**src/rtl/decode_ex_skid.sv**
```systemverilog
// Two-entry skid buffer between decode and execute with registered in_ready and flush.
// Optional back-pressure statistics counter enabled by defining DEC_EX_STATS_EN.
module decode_ex_skid #(
  parameter int DATA_WIDTH = 32,
  parameter int ADDR_WIDTH = 5
) (
  input  logic                  clk,
  input  logic                  rst,
  input  logic                  flush,
  input  logic                  in_valid,
  output logic                  in_ready,
  input  logic [11:0]           in_ctrl,
  input  logic [DATA_WIDTH-1:0] in_pc,
  input  logic [DATA_WIDTH-1:0] in_rs1,
  input  logic [DATA_WIDTH-1:0] in_rs2,
  input  logic [DATA_WIDTH-1:0] in_imm,
  input  logic [ADDR_WIDTH-1:0] in_rd,
  output logic                  out_valid,
  input  logic                  out_ready,
  output logic [11:0]           out_ctrl,
  output logic [DATA_WIDTH-1:0] out_pc,
  output logic [DATA_WIDTH-1:0] out_rs1,
  output logic [DATA_WIDTH-1:0] out_rs2,
  output logic [DATA_WIDTH-1:0] out_imm,
  output logic [ADDR_WIDTH-1:0] out_rd,
  output logic [31:0]           stall_cnt
);
  localparam int ENTRY_W = 12 + 4 * DATA_WIDTH + ADDR_WIDTH;
  // Clears RegWrite(11), Branch(7), MemWrite(5) and J(1:0) during bubbles.
  localparam logic [11:0] BUBBLE_MASK = 12'h75C;

  typedef enum logic [1:0] {EMPTY, ONE, FULL} state_t;

  state_t              state;
  logic [ENTRY_W-1:0]  in_entry;
  logic [ENTRY_W-1:0]  main_p0;
  logic [ENTRY_W-1:0]  skid_p0;
  logic [11:0]         ctrl_raw;
  logic                ready_p0;
  logic                vld_p0;
  logic                acc;
  logic                deq;

  assign in_entry = {in_ctrl, in_pc, in_rs1, in_rs2, in_imm, in_rd};
  assign vld_p0   = (state != EMPTY);
  assign acc      = in_valid & ready_p0;
  assign deq      = vld_p0 & out_ready;

  // Decode -> buffer boundary: main register feeds execute, skid absorbs one extra entry.
  always_ff @(posedge clk) begin
    if (rst) begin
      state    <= EMPTY;
      ready_p0 <= 1'b1;
      main_p0  <= '0;
    end else if (flush) begin
      state    <= EMPTY;
      ready_p0 <= 1'b1;
    end else begin
      case (state)
        EMPTY: begin
          if (acc) begin
            main_p0 <= in_entry;
            state   <= ONE;
          end
          ready_p0 <= 1'b1;
        end
        ONE: begin
          if (acc && !deq) begin
            skid_p0  <= in_entry;
            state    <= FULL;
            ready_p0 <= 1'b0;
          end else if (acc && deq) begin
            main_p0  <= in_entry;
            ready_p0 <= 1'b1;
          end else if (deq) begin
            state    <= EMPTY;
            ready_p0 <= 1'b1;
          end
        end
        FULL: begin
          if (deq) begin
            main_p0  <= skid_p0;
            state    <= ONE;
            ready_p0 <= 1'b1;
          end
        end
        default: begin
          state    <= EMPTY;
          ready_p0 <= 1'b1;
        end
      endcase
    end
  end

  assign {ctrl_raw, out_pc, out_rs1, out_rs2, out_imm, out_rd} = main_p0;
  assign out_ctrl  = vld_p0 ? ctrl_raw : (ctrl_raw & BUBBLE_MASK);
  assign out_valid = vld_p0;
  assign in_ready  = ready_p0;

`ifdef DEC_EX_STATS_EN
  logic [31:0] stall_q;

  function automatic logic [31:0] sat_inc(input logic [31:0] v);
    return (v == 32'hFFFF_FFFF) ? v : v + 32'd1;
  endfunction

  always_ff @(posedge clk) begin
    if (rst) begin
      stall_q <= '0;
    end else if (vld_p0 && !out_ready) begin
      stall_q <= sat_inc(stall_q);
    end
  end

  assign stall_cnt = stall_q;
`else
  assign stall_cnt = '0;
`endif

endmodule

```
**config.mk**
```make
export PLATFORM = sky130hd
export DESIGN_NAME = decode_ex_skid
export DESIGN_NICKNAME = d
export VERILOG_FILES = /design/src/rtl/decode_ex_skid.sv
export SDC_FILE = /design/constraint.sdc
export NUM_CORES = 1
export LEC_CHECK = 0
export ABC_AREA = 1
export CORE_AREA = 2 2 190 192
export DETAILED_ROUTE_END_ITERATION = 8
export DIE_AREA = 0 0 192 194
export DONT_BUFFER_PORTS = 1
export PLACE_DENSITY = 0.65
export SLEW_MARGIN = 20
export SYNTH_ARGS = -nofsm -noshare
export SYNTH_HDL_FRONTEND = slang
export SYNTH_SLANG_ARGS = --single-unit
```
**constraint.sdc**
```tcl
create_clock -name clk -period 10.2 [get_ports clk]
set_input_delay 1.02 -clock clk [delete_from_list [all_inputs] [get_ports clk]]
set_output_delay 1.02 -clock clk [all_outputs]
set_load 0.005 [all_outputs]
```
Word level (Yosys, flattened, before mapping)
Index checks and enable logic that the tools add are counted.
{"block": "op_classes", "reduce_logical": 10, "mux": 16, "bitwise": 4, "eq_ne": 8}
{"op": "2-to-1 mux 145 bit", "n": 4}
{"op": "case mux 145 bit (3 select lines)", "n": 1}
{"op": "2-to-1 mux 12 bit", "n": 1}
{"op": "2-to-1 mux 2 bit", "n": 5}
{"op": "inequality test 2 bit, second input constant", "n": 4}
{"op": "AND reduction 4 bit", "n": 2}
{"op": "inequality test 3 bit, second input constant", "n": 2}
{"op": "case mux 2 bit (3 select lines)", "n": 1}
{"op": "AND reduction 6 bit", "n": 1}
{"op": "2-to-1 mux 1 bit", "n": 3}
{"op": "nonzero test 3 bit", "n": 1}
{"op": "AND 1 bit", "n": 2}
{"op": "equality test 2 x 1 -> 1 bit, second input constant", "n": 1}
{"op": "equality test 2 bit, second input constant", "n": 1}
{"op": "logical AND 1 bit", "n": 2}
{"op": "zero test 2 bit", "n": 1}
{"op": "NOT 1 bit", "n": 2}
{"op": "case mux 1 bit (2 select lines)", "n": 1}
{"op": "nonzero test 2 bit", "n": 1}
{"op": "OR reduction 2 bit", "n": 1}
{"op": "zero test 1 bit", "n": 1}
{"block": "totals", "input_bits": 150, "word_cells": 42, "out_inout_bits": 179, "ff_bits": 293}

Depth between registers and ports, before layout
{"block": "depth", "word_depth": 6, "mapped_depth": 12, "depth_no_buf": 9}

Worst setup path after synthesis
OpenSTA, ideal clock, no wires.
{"block": "synth_timing", "path_type": "input port to flip-flop", "from": "input port flush", "to": "register skid_p0[0] (enable)", "slack_ps": 2208, "required_time_ps": 9548, "path_stages": 3, "setup_ps": 652, "arrival_time_ps": 7340, "n_path_buf": 0, "path_cell_list": "nor2_1 > nand2_1 > nor2_1"}
{"block": "synth_between", "elab_chain_cells": 2}
{"element": "start: declaration", "line_no": "9", "rtl": "input logic flush,"}
{"element": "NOT 1 bit (no line)"}
{"element": "AND reduction 4 bit (no line)"}
{"element": "end signal: assignment", "line_no": "69", "rtl": "skid_p0 <= in_entry;"}
{"element": "end: declaration", "line_no": "37", "rtl": "logic [ENTRY_W-1:0] skid_p0;"}
No other way between the ends.
A chain may end at the register's enable or synchronous reset.

Worst setup path in the final report
{"block": "layout_timing", "from": "register state[0]", "to": "register main_p0[22]"}
{"block": "layout_between", "elab_chain_cells": 6, "elab_cells_between_ends": 15, "cone_classes": "eq/ne (6); mux (1); bitwise (1); reduce/logical (7)"}
{"element": "start: declaration", "line_no": "34", "rtl": "state_t state;"}
{"element": "start signal: assignment", "line_no": "52", "rtl": "state <= EMPTY;"}
{"element": "start signal: assignment", "line_no": "56", "rtl": "state <= EMPTY;"}
{"element": "start signal: assignment", "line_no": "63", "rtl": "state <= ONE;"}
{"element": "nonzero test 2 bit", "line_no": "45", "rtl": "assign vld_p0 = (state != EMPTY);"}
{"element": "AND 1 bit", "line_no": "47", "rtl": "assign deq = vld_p0 & out_ready;"}
{"element": "zero test 1 bit", "line_no": "68", "rtl": "if (acc && !deq) begin"}
{"element": "logical AND 1 bit", "line_no": "68"}
{"element": "inequality test 2 bit (no line)"}
{"element": "AND reduction 6 bit (no line)"}
{"element": "end signal: assignment", "line_no": "62", "rtl": "main_p0 <= in_entry;"}
{"element": "end signal: assignment", "line_no": "73", "rtl": "main_p0 <= in_entry;"}
{"element": "end signal: assignment", "line_no": "82", "rtl": "main_p0 <= skid_p0;"}
{"element": "end: declaration", "line_no": "36", "rtl": "logic [ENTRY_W-1:0] main_p0;"}
Several ways; a longest one is shown, not always the timed one.

==> results by group <==
CTS
  • Post-CTS setup buffers: 0
  • Post-cts gate resize count: 0
  • CTS Buf Count: 31
  • CTS max path bufs: 3
  • Clock sink count: 293
  • CTS tree: done
  • Cts hold-fix bufs: 0
  • Clock-pin slew on the worst setup and hold paths: 60 ps
  • CTS root buf: clkbuf_16
  • Worst-Skew Late Latency: roughly 570 ps
  • Htree depth: 1

Pwr
  • Combinational share of power: 10.4%
  • LEAKAGE: 6.73 nW
  • Switching Share: 25.6%
  • Cell Pwr Density: 183 nW/um2
  • P_int: 2.05 mW
  • Sequential Power Share: 49.1%
  • Worst vdd ir: around 0.13 mV
  • Psw: 703 uW
  • Power share of the clock group: 40.5%

Floorplan
  • I/O pins: roughly 330
  • Die W: 192 um
  • Row cnt: 69
  • Die Footprint: around 37000 um2
  • Chip Height: approximately 190 um
  • Core Area: around 35000 um2
  • Starting Density: 42.6%

Cells and area
  • Syn-to-layout area delta: 0.175%
  • Multi-input logic area: 4910 um2
  • Antenna cells: 0
  • Most frequent cells in the layout: nand2_1, inv_1, nor2_1, dfxtp_1
  • Fill cells: 3571
  • Commonest non-fill, non-tap cell in the layout: nand2_1
  • Layout Nets: ~1900
  • Layout cell share with drive strength beyond 1: 4.02%
  • Non-filler cells in the finished layout: 2204
  • Register area: 7320 um2

STA
  • Slew headroom: 26.7%
  • Final hold violations: 0
  • Worst-margin pin slew: around 1100 ps
  • Pins over their slew limit: 0
  • Clock skew: 17.2 ps
  • Final setup TNS: 0 ps
  • Worst setup margin: 6120 ps
  • Final setup violation count: 0
  • Period minus WS final: 4080 ps
  • Fin crit share: 40.0%
  • Fmax: 245 MHz
  • RSZ-0062 raised after global routing: no

Synthesis
  • Synth Cell Area: 15000 um2
  • YS warnings: 0
  • Synth cell types: 20
  • Sequential cell area fraction in the yosys report: 48.7%
  • Syn Area/Cell: 7.79 um2
  • Synthesized instance count: 1926
  • Synth Register Bits: roughly 300

Detailed routing
  • Routed len/inst: 15.4 um
  • First-pass DRT Iterations: 5
  • Via-to-Cell Ratio: 4.54
  • Starting DRT DRC Count: 543
  • Drt total wl: around 34000 um
  • Vias: 10000
  • Post-DRT Antenna Nets: 0
  • Drt drc: 0

Setup path
  • Worst-path fanout max: 73
  • Critical path origin: state[0]$_SDFFE_PP0P_
  • CP cell instances: inv_1, ha_4, inv_4, nand2_1, nand3_4, nand3_4, buf_4, nand2_1, inv_1, nor2_1
  • CP Launch Type: register
  • Critical path class: register to register
  • Crit-path max cell delay: ~650 ps
  • R2r setup slk: 6120 ps
  • Critical-path top delay cell: ha_4
  • Reg2reg end: main_p0[22]$_SDFFE_PP0P_
  • Reg2Reg Depth: 10
  • FF-to-FF Start: state[0]$_SDFFE_PP0P_
  • Arr. time, crit path: 4540 ps
  • Setup crit end kind: register
  • CP required: roughly 11000 ps

Worst hold path
  • Hold Path Sink: main_p0[133]$_SDFFE_PP0P_
  • Hold/Removal Path Class: register to register
  • Min-Delay Path Depth: 4
  • Hold_sp: main_p0[133]$_SDFFE_PP0P_

Placement
  • Dpl cells: approximately 2100
  • HPWL Detailed: roughly 22000 um
  • Port bufs: 0
  • Placer Congestion: 0.812
  • Setup WS pre-CTS: 5470 ps

Global route
  • Congestion Overflow GR: 0
  • First-pass GRT wire length: 53800 um
  • Vias in the first global route: 9551
  • Largest net degree at the start of global routing: 95
  • Tot GR Track Use: 17.9%
  • Initial antenna violation count: 0

Job
  • Maxcap violations: 0

Outcome
  • Status: complete, no violations
==> registers in the layout (all words and copies together) (netlist names) <==
name,cells
state,2
in_ready,1
main_p0,145
skid_p0,145
==> area by class of cell <==
cell class | instances | share of cell area, %
clock buffer | 47 | 6.17
clock inverter | 11 | 0.574
inverter | 297 | 7.45
multi-input combinational | 1084 | 32.6
sequential | 293 | 48.7
tap | 461 | 3.84
timing repair buffer | 11 | 0.682
==> routing by layer <==
metal | global-route usage, % | vias up | part of all wire (%) | wire length [um]
met5 | 0 | - | 0 | 0
met4 | 6.36 | 0 | 3.1 | 1050
met3 | 5.25 | 57 | 8.5 | 2870
met2 | 28.9 | 296 | 46 | 15500
met1 | 22.8 | 4390 | 43 | 14500
li1 | - | 5257 | - | -
==> stage by stage <==
step	hold WS [ps]	total power [mW]	util (%)	area, um2
finish	517	2.75	42.7	15000
global route	508	2.89	42.7	15000
detailed placement	510	1.66	39.7	14000
global placement	506	1.66	39.7	14000
floorplan	475	1.68	-	15100
CTS	504	2.79	42.6	15000
==> power by group through the flow <==
stage	registers (mW)	clock network, mW	logic, mW
6_report	1.35	1.11	0.287
5_1_grt	1.36	1.19	0.339
4_1_cts	1.35	1.15	0.290
3_5_place_dp	1.38	0	0.287
3_3_place_gp	1.38	0	0.282
2_1_floorplan	1.35	0	0.334
==> worst max-delay path by stage <==
stage,to,slack [ps],cells past startpoint
2_1_floorplan,skid_p0[0]$_DFFE_PP_,2210,3
3_3_place_gp,main_p0[26]$_SDFFE_PP0P_,5580,10
3_5_place_dp,main_p0[132]$_SDFFE_PP0P_,5470,10
4_1_cts,main_p0[138]$_SDFFE_PP0P_,5470,10
5_1_grt,main_p0[36]$_SDFFE_PP0P_,5670,10
6_report,main_p0[22]$_SDFFE_PP0P_,6120,10
==> cell families after synthesis <==
family          share of synthesized area (%)
compound gates                          0.117
fa+ha+maj                               0.333
buf+inv                                  19.7
flops                                    48.7
other cells                            0.0250
simple gates                             31.1
==> cell usage after synthesis <==
library cell  instances  area share [%]
nand4_1             145             6.0
and2_0              145             6.0
a21oi_1               2           0.067
nand3_2               1           0.067
o211ai_1              1           0.050
buf_1                16            0.40
buf_6                10            0.75
inv_1               293             7.3
dfxtp_1             148              20
nand3b_1              1           0.050
buf_4               175             8.8
nand2_1             593              15
nor2_1              156             3.9
clkbuf_1             42             1.1
conb_1                1           0.025
edfxtp_1            145              29
ha_1                  4            0.33
nand3_1               4            0.13
buf_2                40             1.3
inv_2                 4            0.10
==> critical path: cells and delay by family, from the launching register on <==
kind,cells,cell delay [ps]
DFF,1,340
buffers and inverters,4,1290
and+or+nand+nor,5,1610
adders and majority gates,1,650
Note: power is estimated with default switching activity, not from simulation.
